[config.mk]
export PLATFORM = sky130hd
export DESIGN_NAME = ex_result_buffer
export DESIGN_NICKNAME = d
export VERILOG_FILES = /design/src/rtl/ex_result_buffer_pkg.sv /design/src/rtl/ex_result_buffer_branch_cond.sv /design/src/rtl/ex_result_buffer.sv
export SDC_FILE = /design/constraint.sdc
export NUM_CORES = 1
export LEC_CHECK = 0
export ABC_AREA = 1
export BUFFER_PORTS_ARGS = -buffer_cell sky130_fd_sc_hd__buf_2
export CAP_MARGIN = 40
export CORE_MARGIN = 3
export CORE_UTILIZATION = 51
export CTS_BUF_LIST = sky130_fd_sc_hd__clkbuf_2
export DETAILED_ROUTE_END_ITERATION = 12
export PLACE_DENSITY = 0.77
export SYNTH_ARGS = -nofsm -noshare
export SYNTH_HDL_FRONTEND = slang
export SYNTH_SLANG_ARGS = --single-unit
export TNS_END_PERCENT = 1
[constraint.sdc]
create_clock -name clk -period 3.4 [get_ports clk]
set_clock_uncertainty 0.1 [all_clocks]
set_input_delay 0.34 -clock clk [delete_from_list [all_inputs] [get_ports clk]]
set_output_delay 0.34 -clock clk [all_outputs]
set_load 0.005 [all_outputs]
[src/rtl/ex_result_buffer_pkg.sv]
// Shared definitions for the execute-stage result buffer: branch funct3
// encodings and the buffer occupancy states.
package ex_result_buffer_pkg;

  localparam logic [2:0] F3_BEQ  = 3'b000;
  localparam logic [2:0] F3_BNE  = 3'b001;
  localparam logic [2:0] F3_BLT  = 3'b100;
  localparam logic [2:0] F3_BGE  = 3'b101;
  localparam logic [2:0] F3_BLTU = 3'b110;
  localparam logic [2:0] F3_BGEU = 3'b111;

  typedef enum logic [1:0] {
    ST_EMPTY = 2'b00,
    ST_ONE   = 2'b01,
    ST_FULL  = 2'b10
  } buf_state_t;

endpackage

[src/rtl/ex_result_buffer_branch_cond.sv]
// RISC-V conditional branch resolution from FU flags (N = result sign bit).
module branch_cond
  import ex_result_buffer_pkg::*;
(
  input  logic [2:0] funct3,
  input  logic       z,
  input  logic       c,
  input  logic       v,
  input  logic       n,
  output logic       taken_c
);

  always_comb begin
    taken_c = 1'b0;
    case (funct3)
      F3_BEQ:  taken_c = z;
      F3_BNE:  taken_c = ~z;
      F3_BLT:  taken_c = n ^ v;
      F3_BGE:  taken_c = ~(n ^ v);
      F3_BLTU: taken_c = ~c;
      F3_BGEU: taken_c = c;
      default: taken_c = 1'b0;
    endcase
  end

endmodule

[src/rtl/ex_result_buffer.sv]
// Execute-stage output buffer: 2-entry skid buffer between the FU and the
// memory/writeback stage, with branch resolution at capture and flush.
module ex_result_buffer
  import ex_result_buffer_pkg::*;
#(
  parameter int unsigned DATA_W = 32,
  parameter int unsigned RD_W   = 5
) (
  input  logic              clk,
  input  logic              rst,
  input  logic              in_valid,
  output logic              in_ready,
  input  logic [DATA_W-1:0] in_result,
  input  logic              in_z,
  input  logic              in_c,
  input  logic              in_v,
  input  logic [RD_W-1:0]   in_rd,
  input  logic              in_we,
  input  logic              in_is_branch,
  input  logic [2:0]        in_funct3,
  input  logic [DATA_W-1:0] in_target,
  input  logic              flush,
  output logic              out_valid,
  input  logic              out_ready,
  output logic [DATA_W-1:0] out_result,
  output logic [RD_W-1:0]   out_rd,
  output logic              out_we,
  output logic              out_taken,
  output logic [DATA_W-1:0] out_target,
  output logic              out_redirect
);

  typedef struct packed {
    logic [DATA_W-1:0] result;
    logic [RD_W-1:0]   rd;
    logic              we;
    logic              taken;
    logic [DATA_W-1:0] target;
  } rec_t;

  buf_state_t state, state_next;
  rec_t       main_q, skid_q, in_rec;
  logic       cond_taken;
  logic       accept, release_c;
  logic       load_main_in, load_main_skid, load_skid;
  logic       redirect_q;

  branch_cond u_branch_cond (
    .funct3  (in_funct3),
    .z       (in_z),
    .c       (in_c),
    .v       (in_v),
    .n       (in_result[DATA_W-1]),
    .taken_c (cond_taken)
  );

  // Branch records never write the register file.
  always_comb begin
    in_rec        = '0;
    in_rec.result = in_result;
    in_rec.rd     = in_rd;
    in_rec.we     = in_we & ~in_is_branch;
    in_rec.taken  = in_is_branch & cond_taken;
    in_rec.target = in_target;
  end

  assign in_ready  = (state != ST_FULL);
  assign out_valid = (state != ST_EMPTY);
  assign accept    = in_valid & in_ready;
  assign release_c = out_valid & out_ready;

  always_ff @(posedge clk) begin
    if (rst) state <= ST_EMPTY;
    else     state <= state_next;
  end

  always_comb begin
    state_next     = state;
    load_main_in   = 1'b0;
    load_main_skid = 1'b0;
    load_skid      = 1'b0;
    if (flush) begin
      state_next = ST_EMPTY;
    end else begin
      case (state)
        ST_EMPTY: begin
          if (accept) begin
            load_main_in = 1'b1;
            state_next   = ST_ONE;
          end
        end
        ST_ONE: begin
          if (accept && release_c) begin
            load_main_in = 1'b1;
          end else if (accept) begin
            load_skid  = 1'b1;
            state_next = ST_FULL;
          end else if (release_c) begin
            state_next = ST_EMPTY;
          end
        end
        ST_FULL: begin
          if (release_c) begin
            load_main_skid = 1'b1;
            state_next     = ST_ONE;
          end
        end
        default: state_next = ST_EMPTY;
      endcase
    end
  end

  // Data only moves on a load; a flushed release still raises its redirect.
  always_ff @(posedge clk) begin
    if (rst) begin
      main_q     <= '0;
      skid_q     <= '0;
      redirect_q <= 1'b0;
    end else begin
      if (load_main_in)        main_q <= in_rec;
      else if (load_main_skid) main_q <= skid_q;
      if (load_skid)           skid_q <= in_rec;
      redirect_q <= release_c & main_q.taken;
    end
  end

  assign out_result   = main_q.result;
  assign out_rd       = main_q.rd;
  assign out_we       = main_q.we;
  assign out_taken    = main_q.taken;
  assign out_target   = main_q.target;
  assign out_redirect = redirect_q;

endmodule

==> flow_summary_export.csv <==
group,metric,value,unit
synthesis,synth-xor-area-share,0,%
synthesis,synth_area_leaders,"dfxtp_1 (47%), nor2_1 (17%), nand2_1 (9.1%), o21ai_0 (8.2%), inv_1 (7.3%)",
clock_tree,cts_max_level,4,
placed_design,dp_slack,1.32,ns
critical_path,crit_type,"reg -> reg",
layout,drive_gt1_share,17.8,%
sta,setup_violations,0,
synthesis,synth_area,0.00619,mm²
critical_path,worstReg2RegEnd,"skid_q[64]$_SDFFE_PP0P_",
routing,drt_iter0_drc,377,
sta,fmax,0.377,GHz
sta,finalSetupTns,0,ns
placed_design,dp_hpwl,9170,µm
routing,vias_per_cell,4.75,
layout,final_util,70.5,%
sta,final_hold_viol_count,0,
hold_path,min_from,"rst",
routing,remaining_drc_errors,0,
clock_tree,cts_setup_buffers,0,
critical_path,required,3.87,ns
global_routing,grt_pass1_vias,5680,
synthesis,yosys.area.top_type,"dfxtp_1",
synthesis,yosys_warnings,0,
placed_design,placed_area,0.00692,mm²
synthesis,ys_types,27,
synthesis,syn_inst,920,
synthesis,avgSynthCellArea,6.73,µm²
placed_design,port_buffers,155,
floorplanning,dieHeight,116,µm
critical_path,endpoint_kind,"register",
critical_path,cp_cell_sequence,"inv_1 -> nand2_1 -> nand2_1 -> nand3_2 -> clkinv_2 -> buf_12 -> o21ai_0 -> a21oi_1 -> dlygate4sd3_1",
sta,rsz0062_at_grt,"false",
synthesis,ys_seq_elements,145,
status,outcome,"finished clean",
synthesis,synth_simple_gate_area_share,27.1,%
critical_path,reg2reg_slack,0.74,ns
floorplanning,row_count,39,
synthesis,synth_top_family_by_area,"simple AND/OR/NAND/NOR gates",
synthesis,synthFlopType,"dfxtp_1",
synthesis,synth_top_area_share,46.9,%
critical_path,reg2reg_depth,9,
synthesis,synth-edff-count,0,
global_routing,grt_pass1_wl,25900,µm
pwr,power.density,429,mW/mm²
critical_path,crit_start,"state[0]$_SDFFE_PP0P_",
clock_tree,clk_latency,0.67,ns
layout,areaGrowthSynthToFinish,32.3,%
global_routing,grt_use_total,24.0,%
floorplanning,dieArea,0.0135,mm²
hold_path,holdPathEnd,"skid_q[40]$_SDFFE_PP0P_",
synthesis,synthAdderAreaFrac,0,%
sta,slew_headroom,47.4,%
floorplanning,initial_core_util,53.3,%
pwr,p_leak,3.94,nW
floorplanning,io_pins,156,
synthesis,synth_compound_area_share,13.0,%
critical_path,crit_arrival,3.13,ns
layout,stdcell_area,0.00818,mm²
clock_tree,post_cts.resized_instances,0,
critical_path,crit_buf_inv,4,
sta,slew_viol_final,0,
sta,fin_crit_sh,78.1,%
routing,ant_nets,0,
sta,fin_ws,0.745,ns
sta,period_minus_slack,2.66,ns
placed_design,gp_congestion,0.793,
pwr,vdd_drop_max,0.000254,V
layout,layout.nets,1224,
floorplanning,fp.dieW,116,µm
routing,drt-total-wl,16100,µm
clock_tree,cts_made_buffers,17,
synthesis,syn_nets,1002,
global_routing,grt_max_degree,72,
critical_path,slowest_stage,"dlygate4sd3_1",
sta,tightestPinTransition,0.789,ns
clock_tree,clk_pin_slew_worst_paths,0.19,ns
critical_path,cpPeakStageDelay,0.56,ns
clock_tree,clockRootBuffer,"clkbuf_2",
routing,drt-wirelength-per-cell,12.4,µm
global_routing,overflow,0,
synthesis,async_flop_share,0,%
critical_path,timing.rr.start,"state[0]$_SDFFE_PP0P_",
floorplanning,fp.coreArea,0.0116,mm²
clock_tree,cts.sinks,145,
clock_tree,clk_path_buf_depth,2,
hold_path,hold_path_class,"in -> reg",
critical_path,cp-start-kind,"register",
synthesis,muxShareOfSynthArea,0,%
critical_path,path_common_cell,"nand2_1",
critical_path,critPathMaxFanout,65,
run,drv_cap,0,
routing,drtPass1Iterations,5,
global_routing,antenna_found_initial,0,
clock_tree,cts_tree,"yes",
critical_path,cp_top_family,"buffers and inverters",
routing,vias,6162,
hold_path,hold-path-cell-count,4,
synthesis,yosysSeqAreaShare,46.9,%
==> worst min-delay path: cells and delay by family <==
family / cells / cell delay, ns
buffers and inverters: 2 / 0.27
AO/OA/AOI/OAI: 2 / 0.18
==> placed cells by master, fill, tap and decap left out <==
| cell type | count |
|---|---|
| o21bai_1 | 1 |
| clkbuf_2 | 18 |
| o22ai_1 | 1 |
| clkinv_2 | 1 |
| nand2_1 | 150 |
| o21ai_0 | 101 |
| a211oi_1 | 1 |
| nand2_2 | 2 |
| buf_2 | 155 |
| diode_2 | 1 |
| a21oi_1 | 43 |
| nand3_2 | 2 |
| o21ai_1 | 9 |
| o21ai_2 | 1 |
| buf_12 | 4 |
| dfxtp_1 | 145 |
| bufinv_16 | 7 |
| clkinv_1 | 4 |
| nand3_1 | 4 |
| nand4_1 | 1 |
| or2_2 | 1 |
| inv_1 | 120 |
| a21oi_2 | 1 |
| dlygate4sd3_1 | 93 |
| inv_2 | 6 |
| clkinvlp_4 | 2 |
| nor2_1 | 276 |
| buf_4 | 3 |
| nor2_2 | 2 |
==> how the worst max path moves through the flow <==
stage	endpoint	cells after the start
3_3_place_gp	out_target[20]$_SDFFE_PP0P_	9
6_report	skid_q[64]$_SDFFE_PP0P_	9
5_1_grt	skid_q[67]$_SDFFE_PP0P_	9
3_5_place_dp	skid_q[62]$_SDFFE_PP0P_	8
4_1_cts	skid_q[66]$_SDFFE_PP0P_	9
2_1_floorplan	skid_q[52]$_SDFFE_PP0P_	9
==> power breakdown <==
| group | leakage (nW) | switching, mW | internal (mW) |
|---|---|---|---|
| combinational | 2.58 | 0.222 | 0.202 |
| clock | 0.180 | 0.598 | 0.692 |
| sequential | 1.18 | 0.0329 | 1.77 |
==> final cells by class <==
cell class                 instances  area [µm²]
clock buffer                      18        90.1
timing repair buffer             255        1810
inverter                         127         478
multi-input combinational        596        2480
tap                              143         179
antenna                            1        2.50
clock inverter                    13         240
sequential                       145        2900
fill                             967        3430
==> metal layers <==
layer | vias up | share of wire (%) | GRT usage [%]
li1 | 3215 | - | -
met1 | 2743 | 44 | 29.8
met2 | 183 | 49 | 40.9
met3 | 21 | 5.8 | 5.65
met4 | 0 | 1.4 | 8.43
met5 | - | 0 | 0
==> synth_stat cells, types with 2 or more instances <==
| cell type | n |
|---|---|
| dfxtp_1 | 145 |
| a21oi_1 | 43 |
| o21ai_0 | 101 |
| buf_4 | 10 |
| clkbuf_1 | 21 |
| buf_6 | 7 |
| nor2_1 | 276 |
| nand2_1 | 150 |
| inv_2 | 6 |
| nand3_2 | 2 |
| inv_1 | 121 |
| o21ai_1 | 9 |
| nand3_1 | 4 |
| nor2_2 | 2 |
| nand2_2 | 2 |
| buf_2 | 10 |
==> metrics by stage <==
step,hold slack (ns),instances,total power [mW]
after floorplan,0.318,920,2.04
after global placement,0.360,1172,2.17
after detailed placement,0.371,1173,2.18
after CTS,0.00161,1297,3.53
after global routing,0.00477,1297,3.67
final,0.0643,1298,3.51
==> flip-flops by register name, indices dropped and copies added, names as in the netlist <==
| name | count |
|---|---|
| skid_q | 71 |
| out_result | 32 |
| out_target | 32 |
| out_rd | 5 |
| state | 2 |
| out_redirect | 1 |
| out_taken | 1 |
| out_we | 1 |
==> cell families after synthesis <==
logic type             Yosys count
AOI/OAI and AO/OA              158
buffers and inverters          179
DFF                            145
and+or+nand+nor                438
==> repair_timing <==
action / CTS / global route
endpoints found under the hold margin: 145 / 0
setup endpoints to repair: 0 / 0
hold buffers: 93 / 0
No activity file was read; power rests on OpenSTA's default activity.
